[src/rtl/rv32i_types.sv]
// Shared RV32I pipeline types used by the MEM stage: funct3 encodings,
// write-back select, the EX/MEM and MEM/WB register layouts and the
// data-memory handshake state enum.
package rv32i_types;

  // Load funct3 encodings.
  localparam logic [2:0] load_f3_lb  = 3'b000;
  localparam logic [2:0] load_f3_lh  = 3'b001;
  localparam logic [2:0] load_f3_lw  = 3'b010;
  localparam logic [2:0] load_f3_lbu = 3'b100;
  localparam logic [2:0] load_f3_lhu = 3'b101;

  // Store funct3 encodings.
  localparam logic [2:0] store_f3_sb = 3'b000;
  localparam logic [2:0] store_f3_sh = 3'b001;
  localparam logic [2:0] store_f3_sw = 3'b010;

  // Which value the write-back stage commits to the register file.
  typedef enum logic [1:0] {
    wb_sel_alu  = 2'b00,
    wb_sel_cmp  = 2'b01,
    wb_sel_lui  = 2'b10,
    wb_sel_load = 2'b11
  } wb_sel_t;

  typedef struct packed {
    logic    regf_we;
    wb_sel_t wb_sel;
  } wb_ctrl_t;

  typedef struct packed {
    logic [2:0] funct3;
  } mem_ctrl_t;

  // Data-memory handshake states of the MEM stage.
  typedef enum logic [1:0] {
    IDLE = 2'b00,
    BUSY = 2'b01,
    DONE = 2'b10
  } mem_state_t;

  typedef struct packed {
    logic        valid_s;
    mem_ctrl_t   mem_ctrl;
    logic [31:0] dmem_addr_s;
    logic [3:0]  dmem_rmask_s;
    logic [3:0]  dmem_wmask_s;
    logic [31:0] dmem_wdata_s;
    logic [31:0] mem_addr_s;
    logic [31:0] alu_out_s;
    logic [31:0] u_imm_s;
    logic        br_en_s;
    wb_ctrl_t    wb_ctrl;
    logic [4:0]  rd_s;
    logic [4:0]  rs1_s;
    logic [4:0]  rs2_s;
    logic [31:0] pc_s;
    logic [63:0] order_s;
    logic [31:0] inst_s;
  } ex_mem_stage_reg_t;

  typedef struct packed {
    logic        valid_s;
    mem_ctrl_t   mem_ctrl;
    wb_ctrl_t    wb_ctrl;
    logic [4:0]  rd_s;
    logic [4:0]  rs1_s;
    logic [4:0]  rs2_s;
    logic [31:0] pc_s;
    logic [63:0] order_s;
    logic [31:0] inst_s;
    logic [31:0] alu_out_s;
    logic [31:0] u_imm_s;
    logic        br_en_s;
    logic [31:0] load_data_s;
    logic [31:0] mem_addr_s;
    logic [31:0] dmem_addr_s;
    logic [3:0]  dmem_rmask_s;
    logic [3:0]  dmem_wmask_s;
    logic [31:0] dmem_wdata_s;
    logic [31:0] dmem_rdata_s;
  } mem_wb_stage_reg_t;

endpackage

[src/rtl/mem_stage_load_align.sv]
// Combinational load formatter: picks the addressed byte/halfword out of
// the raw memory word and sign- or zero-extends it according to funct3.
module load_align
  import rv32i_types::*;
(
  input  logic [2:0]  funct3,
  input  logic [1:0]  addr,
  input  logic [31:0] rdata,
  output logic [31:0] result
);

  logic [7:0]  byte_v;
  logic [15:0] half_v;

  // Lane selection: byte by the low two address bits, halfword by bit 1.
  always_comb begin
    byte_v = rdata[7:0];
    case (addr)
      2'd0: byte_v = rdata[7:0];
      2'd1: byte_v = rdata[15:8];
      2'd2: byte_v = rdata[23:16];
      2'd3: byte_v = rdata[31:24];
      default: byte_v = rdata[7:0];
    endcase
    half_v = addr[1] ? rdata[31:16] : rdata[15:0];
  end

  // Extension by load type; lw and any unknown encoding pass the word through.
  always_comb begin
    result = rdata;
    case (funct3)
      load_f3_lb:  result = {{24{byte_v[7]}}, byte_v};
      load_f3_lbu: result = {24'd0, byte_v};
      load_f3_lh:  result = {{16{half_v[15]}}, half_v};
      load_f3_lhu: result = {16'd0, half_v};
      default:     result = rdata;
    endcase
  end

endmodule

[src/rtl/mem_stage.sv]
// MEM pipeline stage: issues one data-memory request per load/store, holds
// the pipeline until the response, buffers a response that arrives while the
// rest of the pipeline is stalled, formats load data and registers MEM/WB.
module mem_stage
  import rv32i_types::*;
(
  input  logic              clk,
  input  logic              rst,
  input  logic              move,
  input  ex_mem_stage_reg_t ex_mem_reg,
  output logic [31:0]       dmem_addr,
  output logic [3:0]        dmem_rmask,
  output logic [3:0]        dmem_wmask,
  output logic [31:0]       dmem_wdata,
  input  logic [31:0]       dmem_rdata,
  input  logic              dmem_resp,
  output logic              dmem_stall,
  output logic [31:0]       forward_mem_v,
  output mem_wb_stage_reg_t mem_wb_reg
);

  mem_state_t  state;
  mem_state_t  next_state;
  logic [31:0] hold_q;
  logic        capture;
  logic        mem_op;
  logic [31:0] raw_rdata;
  logic [31:0] load_data;

  assign mem_op = ex_mem_reg.valid_s &
                  (|(ex_mem_reg.dmem_rmask_s | ex_mem_reg.dmem_wmask_s));

  // State register; reset drops any in-flight access back to IDLE.
  always_ff @(posedge clk or negedge rst) begin
    if (!rst) begin
      state <= IDLE;
    end else begin
      state <= next_state;
    end
  end

  // Next state and memory request/stall outputs. The request is visible for
  // the single IDLE cycle only, so memory never sees a repeated request.
  // Responses outside BUSY fall through untouched.
  always_comb begin
    next_state = state;
    dmem_addr  = 32'd0;
    dmem_rmask = 4'd0;
    dmem_wmask = 4'd0;
    dmem_wdata = 32'd0;
    dmem_stall = 1'b0;
    capture    = 1'b0;
    if (rst) begin
      case (state)
        IDLE: begin
          if (mem_op) begin
            dmem_addr  = ex_mem_reg.dmem_addr_s;
            dmem_rmask = ex_mem_reg.dmem_rmask_s;
            dmem_wmask = ex_mem_reg.dmem_wmask_s;
            dmem_wdata = ex_mem_reg.dmem_wdata_s;
            dmem_stall = 1'b1;
            next_state = BUSY;
          end
        end
        BUSY: begin
          dmem_stall = ~dmem_resp;
          if (dmem_resp) begin
            if (move) begin
              next_state = IDLE;
            end else begin
              capture    = 1'b1;
              next_state = DONE;
            end
          end
        end
        DONE: begin
          if (move) begin
            next_state = IDLE;
          end
        end
        default: next_state = IDLE;
      endcase
    end
  end

  // Hold register keeps a response that arrived while the pipeline was frozen.
  always_ff @(posedge clk or negedge rst) begin
    if (!rst) begin
      hold_q <= 32'd0;
    end else if (capture) begin
      hold_q <= dmem_rdata;
    end
  end

  // Raw word for formatting: buffered copy in DONE, live bus otherwise.
  always_comb begin
    raw_rdata = (state == DONE) ? hold_q : dmem_rdata;
  end

  load_align u_load_align (
    .funct3 (ex_mem_reg.mem_ctrl.funct3),
    .addr   (ex_mem_reg.mem_addr_s[1:0]),
    .rdata  (raw_rdata),
    .result (load_data)
  );

  // Forwarding value for EX: whatever this instruction will write that is
  // already known here. Load data is deliberately excluded.
  always_comb begin
    forward_mem_v = ex_mem_reg.alu_out_s;
    case (ex_mem_reg.wb_ctrl.wb_sel)
      wb_sel_lui: forward_mem_v = ex_mem_reg.u_imm_s;
      wb_sel_cmp: forward_mem_v = {31'd0, ex_mem_reg.br_en_s};
      default:    forward_mem_v = ex_mem_reg.alu_out_s;
    endcase
  end

  // MEM/WB register: valid bubbles whenever the pipeline does not advance,
  // payload only loads on advance so it holds steady during stalls.
  always_ff @(posedge clk or negedge rst) begin
    if (!rst) begin
      mem_wb_reg <= '0;
    end else begin
      mem_wb_reg.valid_s <= move & ex_mem_reg.valid_s;
      if (move) begin
        mem_wb_reg.mem_ctrl     <= ex_mem_reg.mem_ctrl;
        mem_wb_reg.wb_ctrl      <= ex_mem_reg.wb_ctrl;
        mem_wb_reg.rd_s         <= ex_mem_reg.rd_s;
        mem_wb_reg.rs1_s        <= ex_mem_reg.rs1_s;
        mem_wb_reg.rs2_s        <= ex_mem_reg.rs2_s;
        mem_wb_reg.pc_s         <= ex_mem_reg.pc_s;
        mem_wb_reg.order_s      <= ex_mem_reg.order_s;
        mem_wb_reg.inst_s       <= ex_mem_reg.inst_s;
        mem_wb_reg.alu_out_s    <= ex_mem_reg.alu_out_s;
        mem_wb_reg.u_imm_s      <= ex_mem_reg.u_imm_s;
        mem_wb_reg.br_en_s      <= ex_mem_reg.br_en_s;
        mem_wb_reg.load_data_s  <= load_data;
        mem_wb_reg.mem_addr_s   <= ex_mem_reg.mem_addr_s;
        mem_wb_reg.dmem_addr_s  <= ex_mem_reg.dmem_addr_s;
        mem_wb_reg.dmem_rmask_s <= ex_mem_reg.dmem_rmask_s;
        mem_wb_reg.dmem_wmask_s <= ex_mem_reg.dmem_wmask_s;
        mem_wb_reg.dmem_wdata_s <= ex_mem_reg.dmem_wdata_s;
        mem_wb_reg.dmem_rdata_s <= raw_rdata;
      end
    end
  end

endmodule

[config.mk]
export PLATFORM = sky130hd
export DESIGN_NAME = mem_stage
export DESIGN_NICKNAME = d
export VERILOG_FILES = /design/src/rtl/rv32i_types.sv /design/src/rtl/mem_stage_load_align.sv /design/src/rtl/mem_stage.sv
export SDC_FILE = /design/constraint.sdc
export NUM_CORES = 1
export LEC_CHECK = 0
export CORE_AREA = 2 2 333 335
export DETAILED_ROUTE_END_ITERATION = 7
export DIE_AREA = 0 0 335 337
export GPL_ROUTABILITY_DRIVEN = 0
export PLACE_DENSITY_LB_ADDON = 0.3
export SLEW_MARGIN = 20
export SYNTH_ARGS = -nofsm -noshare
export SYNTH_HDL_FRONTEND = slang
export SYNTH_HIERARCHICAL = 1
export SYNTH_SLANG_ARGS = --single-unit
[constraint.sdc]
create_clock -name clk -period 4.2 [get_ports clk]
set_input_delay 0.42 -clock clk [delete_from_list [all_inputs] [get_ports clk]]
set_output_delay 0.42 -clock clk [all_outputs]
set_load 0.005 [all_outputs]
* Word-level counts from Yosys, hierarchy flattened *
Index checks and enable logic that the tools add are counted.
Widths: inputs -> output; s select.

storage, ports and cells
  register bits after elaboration = 417
  input bits = 355
  output and inout bits = 488
  word-level logic and storage cells = 73

cells by class
  equal/unequal tests = 13
  mux-type cells = 29
  bitwise gates (word level) = 4
  reduce and logical (&&, ||, !) cells = 5

operators with widths
  cell                count
  $mux 32             7
  $pmux 32 s4         1
  $pmux 32 s2         1
  $pmux 8 s4          1
  $mux 4              6
  $mux 16             1
  $eq 2x2->1 const B  4
  $mux 2              4
  $eq 2x1->1 const B  3
  $eq 3x3->1 const B  2
  $mux 1              6
  $ne 2x2->1 const B  3
  $pmux 2 s3          1
  $logic_not 2->1     2
  $or 4x4->4          1
  $reduce_and 4->1    1
  $reduce_or 4->1     1
  $eq 3x1->1 const B  1
  $logic_not 3->1     1
  $and 1x1->1         2
  $pmux 1 s2          1
  $not 1->1           1

* Longest topological paths before layout *
  depth in word-level cells = 6
  gate-level depth with buffers = 10
  mapped depth without buffers = 7

* Cells and area by module *
Netlist, hierarchy kept.

modules (own cells, without submodules)
  module      instances  cells each  area an instance (µm²)  seq. area each (µm²)
  mem_stage   1          1055        16797.4                 10435.0
  load_align  1          111         668.1                   0.0

* Worst setup path after synthesis *
OpenSTA, ideal clock, no wires.

  path kind = register to register
  start = reg state[0]
  end = reg mem_wb_reg[144] (netlist name)
  setup time = 0.125 ns
  arrival = 2.415 ns
  data required time = 4.075 ns
  slack = 1.660 ns
  stages on the path, launching flop included = 10
  buffers on the path = 3
  clock period less this slack = 2.540 ns
  cells stage by stage = dfrtp_1 nand2b_1 buf_6 buf_6 mux2_4 mux4_2 and3b_1 clkbuf_1 a221o_1 mux2_2

on the way
  cells in the longest elaborated chain, start to end = 4
  elaborated cells between the ends (all ways) = 5
  classes of those cells = 1 x eq/ne; 4 x mux

RTL lines
  what                    RTL line                    RTL
  from (decl)             mem_stage.sv:22             mem_state_t state;
  from (signal assigned)  mem_stage.sv:38             state <= next_state;
  $eq 2x2->1              mem_stage.sv:97             raw_rdata = (state == DONE) ? hold_q : dmem_rdata;
  $mux 32                 mem_stage.sv:97
  net raw_rdata[23]       mem_stage.sv:27             logic [31:0] raw_rdata;
  $pmux 8 s4              mem_stage_load_align.sv:18  case (addr)
  $pmux 32 s4             mem_stage_load_align.sv:31  case (funct3)
  net load_data[8]        mem_stage.sv:28             logic [31:0] load_data;
  to (decl)               mem_stage.sv:19             output mem_wb_stage_reg_t mem_wb_reg

The timed path passes the listed nets, and every way through them passes these cells.
A chain may end at the register's enable or synchronous reset.

* Final worst setup path *
  start = in rst
  end = out dmem_wdata[16]

on the way
  cells in the longest elaborated chain, start to end = 1

RTL lines
  what         RTL line         RTL
  from (decl)  mem_stage.sv:8   input logic rst,
  $mux 32      mem_stage.sv:53  if (rst) begin
  to (decl)    mem_stage.sv:14  output logic [31:0] dmem_wdata,

No other way between the ends.

==> impl_summary.log <==
INFO  metric ff_latch_area = around 10000 sq um
INFO  metric finClkSkew = 17.1 ps
INFO  metric max_slew.worst_pin.slew = a little over 1000 ps
INFO  metric route.vias.total = 13100
INFO  metric cp-end-kind = output pin
INFO  metric cts_resized = 0
INFO  metric timing.hold.worst.class = input pin to flip-flop
INFO  metric synth_xor_area_share = 0%
INFO  metric floorplan.die.width = 335 um
INFO  metric final_max_slew_viol_count = 0
INFO  metric worst_skew_pair.late_latency = 610 ps
INFO  metric unrepaired_setup_endpoints_after_global_routing = no
INFO  metric die_height = 337 um
INFO  metric critical_path_class = input pin to output pin
INFO  metric crit_path_start_kind = input pin
INFO  metric yosys.cell_types.count = 35
INFO  metric critical_path_peak_fanout = 66
INFO  metric setup_tns = 0 ps
INFO  metric clkSinkCount = 417
INFO  metric syn_area = ~17000 sq um
INFO  metric drt_iter0_drc = 551
INFO  metric tritoncts_clock_tree = done
INFO  metric timing.max_cap.violations = 0
INFO  metric grt.total_usage = between 10% and 20%
INFO  metric grt_first_pass_wirelength = 104000 um
INFO  metric critical-path-slowest-cell = sky130_fd_sc_hd__dlygate4sd3_1
INFO  metric core.rowCount = 122
INFO  metric synth-seq-area-share = 59.7%
INFO  metric finalNetCount = between 2000 and 2500
INFO  metric first_global_vias = 14200
INFO  metric overflow = 0
INFO  metric powerDensity = 419 nW/um^2
INFO  metric effective_utilization_at_floorplan = 15.9%
INFO  metric core_box_area = 110000 sq um
INFO  metric number_of_enable_type_register_cells_in_the_synthesized_netlist = 0
INFO  metric largest_register_ffs = 383
INFO  metric routed_wire_length_per_instance = around 22 um
INFO  metric grt_antenna_before_repair = 21
INFO  metric drt_wl_total = 74900 um
INFO  metric yosys.area.top_type = sky130_fd_sc_hd__dfrtp_1
INFO  metric postRouteAntennaNets = 0
INFO  metric firstDrtPassIters = 6
INFO  metric worstPathCellList = dlygate4sd3_1 -> buf_8 -> and4bb_2 -> a21boi_4 -> buf_12 -> and2_1 -> clkdlybuf4s50_1
INFO  metric syn_nets = around 1500
INFO  metric yosys-mux-area-fraction = 29.6%
INFO  metric synth_compound_area_share = ~3.8%
INFO  metric design.die.area = about 110000 sq um
INFO  metric synth_simple_gate_area_share = 4.43%
INFO  metric filler_cells = about 11000
INFO  metric post-route-period-util = 83.4%
INFO  metric hold_viol_final = 0
INFO  metric via_per_inst = 3.78
INFO  metric result_of_the_run = finished, final reports clean
INFO  metric postLayoutCellArea = around 30000 sq um
INFO  metric seq_cells_post_synth = around 420
INFO  metric synthesized_area_divided_by_synthesized_cell_count = around 15 sq um
INFO  metric fmax = 0.285 GHz
INFO  metric ys_top_cells_by_area = sky130_fd_sc_hd__dfrtp_1 60%, sky130_fd_sc_hd__mux2_2 27%, sky130_fd_sc_hd__mux2_4 2.7%
INFO  metric synth_top_flop_cell = sky130_fd_sc_hd__dfrtp_1
INFO  metric vdd.ir_drop.worst = 0.312 mV
INFO  metric share_of_layout_cells_above_drive_strength_1 = 27.3%
INFO  metric final_core_utilization = a little over a quarter
INFO  metric synth_top_area_share = 59.7%
INFO  metric worst_slew_margin_rel = about a third
INFO  metric worstPathArrival = 3080 ps
INFO  metric area_of_the_multi_input_gates = 6640 sq um
INFO  metric post_dp_cell_area = 27500 sq um
INFO  metric remaining_drc_errors = 0
INFO  metric synth_area_in_adders = less than 1%
INFO  metric dp_hpwl = between 50000 and 60000 um
INFO  metric cts-root-to-sink-buffers = 3
INFO  metric synthToLayoutAreaGrowth = 67.4%
INFO  metric clk_transition_reported_paths = 60 ps
INFO  metric power_leakage = 0.0118 uW
INFO  metric synth_top_family_by_area = multiplexers
INFO  metric cts_max_level = 2
INFO  metric io_buffer_count = 842
INFO  metric finalSetupViolations = 0
INFO  metric synth_cells = approximately 1200
INFO  metric period_minus_slack = 3500 ps
INFO  metric grt_max_degree = 132
INFO  metric cts_buffers = 52
INFO  metric max_stage_delay = 570 ps
INFO  metric clock_tree.root_cell = sky130_fd_sc_hd__clkbuf_16
INFO  metric cts.repair_timing.setup_buffer_count = 0
INFO  metric postSynth.asyncResetShare = 100%
INFO  metric power.total = roughly 12000 uW
INFO  metric worstPathRequired = 3780 ps
INFO  metric io_pins = 843
INFO  metric synth.yosys.warnings = 6
synthesized netlist by cell type (2+ instances only):
library cell	number
sky130_fd_sc_hd__buf_6	6
sky130_fd_sc_hd__buf_2	42
sky130_fd_sc_hd__clkbuf_1	23
sky130_fd_sc_hd__mux2_2	415
sky130_fd_sc_hd__o21ai_0	4
sky130_fd_sc_hd__nand2b_1	8
sky130_fd_sc_hd__a21o_1	18
sky130_fd_sc_hd__nor2b_1	4
sky130_fd_sc_hd__and4bb_2	2
sky130_fd_sc_hd__nor4_1	2
sky130_fd_sc_hd__ha_1	2
sky130_fd_sc_hd__nor2_1	3
sky130_fd_sc_hd__nand2_1	40
sky130_fd_sc_hd__and2_1	73
sky130_fd_sc_hd__a21oi_1	2
sky130_fd_sc_hd__clkbuf_2	4
sky130_fd_sc_hd__inv_1	4
sky130_fd_sc_hd__o21ai_1	8
sky130_fd_sc_hd__a221o_1	8
sky130_fd_sc_hd__a22o_1	30
sky130_fd_sc_hd__mux2_4	31
sky130_fd_sc_hd__a22oi_1	8
sky130_fd_sc_hd__dfrtp_1	417
power breakdown:
part	switching, uW	total, uW	leakage [uW]	internal, uW
clock network	1870	4460	0.000835	2590
logic	1070	2870	0.00610	1800
registers	318	4920	0.00491	4600
logic make-up (layout without fill, tap and decap cells):
family / after synthesis / count (layout)
multiplexers: 448 / 448
flip-flops: 417 / 417
AND/OR/NAND/NOR: 137 / 137
AO/OA/AOI/OAI: 83 / 83
buffers and inverters: 79 / 959
adder cells (fa/ha/maj): 2 / 2
other: 0 / 3
metal layers:
layer	track usage, %	vias up	wire (um)
li1	-	5845	-
met1	15.1	6604	28700
met2	21.1	546	36500
met3	4.16	114	7000
met4	4.60	16	2570
met5	0	-	91
through the flow:
step           std cells  hold slack (ps)  setup WS, ps
6_report            3475              260           695
5_1_grt             3472              233           578
4_1_cts             3471              214           672
3_5_place_dp        3375              305           992
3_3_place_gp        3375              307          1030
2_1_floorplan       1166              124          1660
worst paths after layout:
kind / from / end / slack [ps] / cells past startpoint
setup / recovery: rst / dmem_wdata[16] / 700 / 7
hold / removal: move / mem_wb_reg[382] / 260 / 2
setup reg to reg: state[0] / mem_wb_reg[148] / 1520 / 7
hold reg to reg: hold_q[31] / hold_q[31] / 500 / 1
max in group asynchronous: rst / mem_wb_reg[272] / 2200 / 4
min in group asynchronous: rst / hold_q[17] / 280 / 2
cell type report:
class	count	share of cell area, %
tap	1426	6.10
antenna	3	0.0257
clock inverter	21	0.745
sequential	417	35.7
multi-input combinational	670	22.7
timing repair buffer	860	29.6
clock buffer	74	5.08
inverter	4	0.0514
cell usage in the layout (no fill, tap or decap), types with 3 or more instances in the layout:
cell / Yosys / final
sky130_fd_sc_hd__o21ai_0: 4 / 4
sky130_fd_sc_hd__nand2b_1: 8 / 7
sky130_fd_sc_hd__o21ai_1: 8 / 8
sky130_fd_sc_hd__clkdlybuf4s50_1: 0 / 839
sky130_fd_sc_hd__nor2_1: 3 / 3
sky130_fd_sc_hd__clkbuf_1: 23 / 12
sky130_fd_sc_hd__mux2_4: 31 / 31
sky130_fd_sc_hd__and2_1: 73 / 73
sky130_fd_sc_hd__clkbuf_8: 0 / 10
sky130_fd_sc_hd__a21o_1: 18 / 18
sky130_fd_sc_hd__buf_12: 0 / 6
sky130_fd_sc_hd__a22oi_1: 8 / 8
sky130_fd_sc_hd__diode_2: 0 / 3
sky130_fd_sc_hd__buf_4: 0 / 11
sky130_fd_sc_hd__clkinv_2: 0 / 12
sky130_fd_sc_hd__clkbuf_16: 0 / 52
sky130_fd_sc_hd__nor2b_1: 4 / 3
sky130_fd_sc_hd__mux2_2: 415 / 415
sky130_fd_sc_hd__clkinvlp_4: 0 / 3
sky130_fd_sc_hd__dfrtp_1: 417 / 417
sky130_fd_sc_hd__inv_1: 4 / 4
sky130_fd_sc_hd__a221o_1: 8 / 8
sky130_fd_sc_hd__a22o_1: 30 / 30
sky130_fd_sc_hd__nand2_1: 40 / 40
repair_timing:
action | 4_1_cts | 5_1_grt
endpoints found under the setup margin | 0 | 0
hold endpoints to repair | 20 | 0
hold buffers | 1 | 0
worst max-delay path: cells and delay by family:
family,cells,cell delay (ps)
buffers and inverters,4,1610
AND/OR/NAND/NOR,2,660
AO/OA/AOI/OAI,1,260
Power figures use the tool's default switching activity.
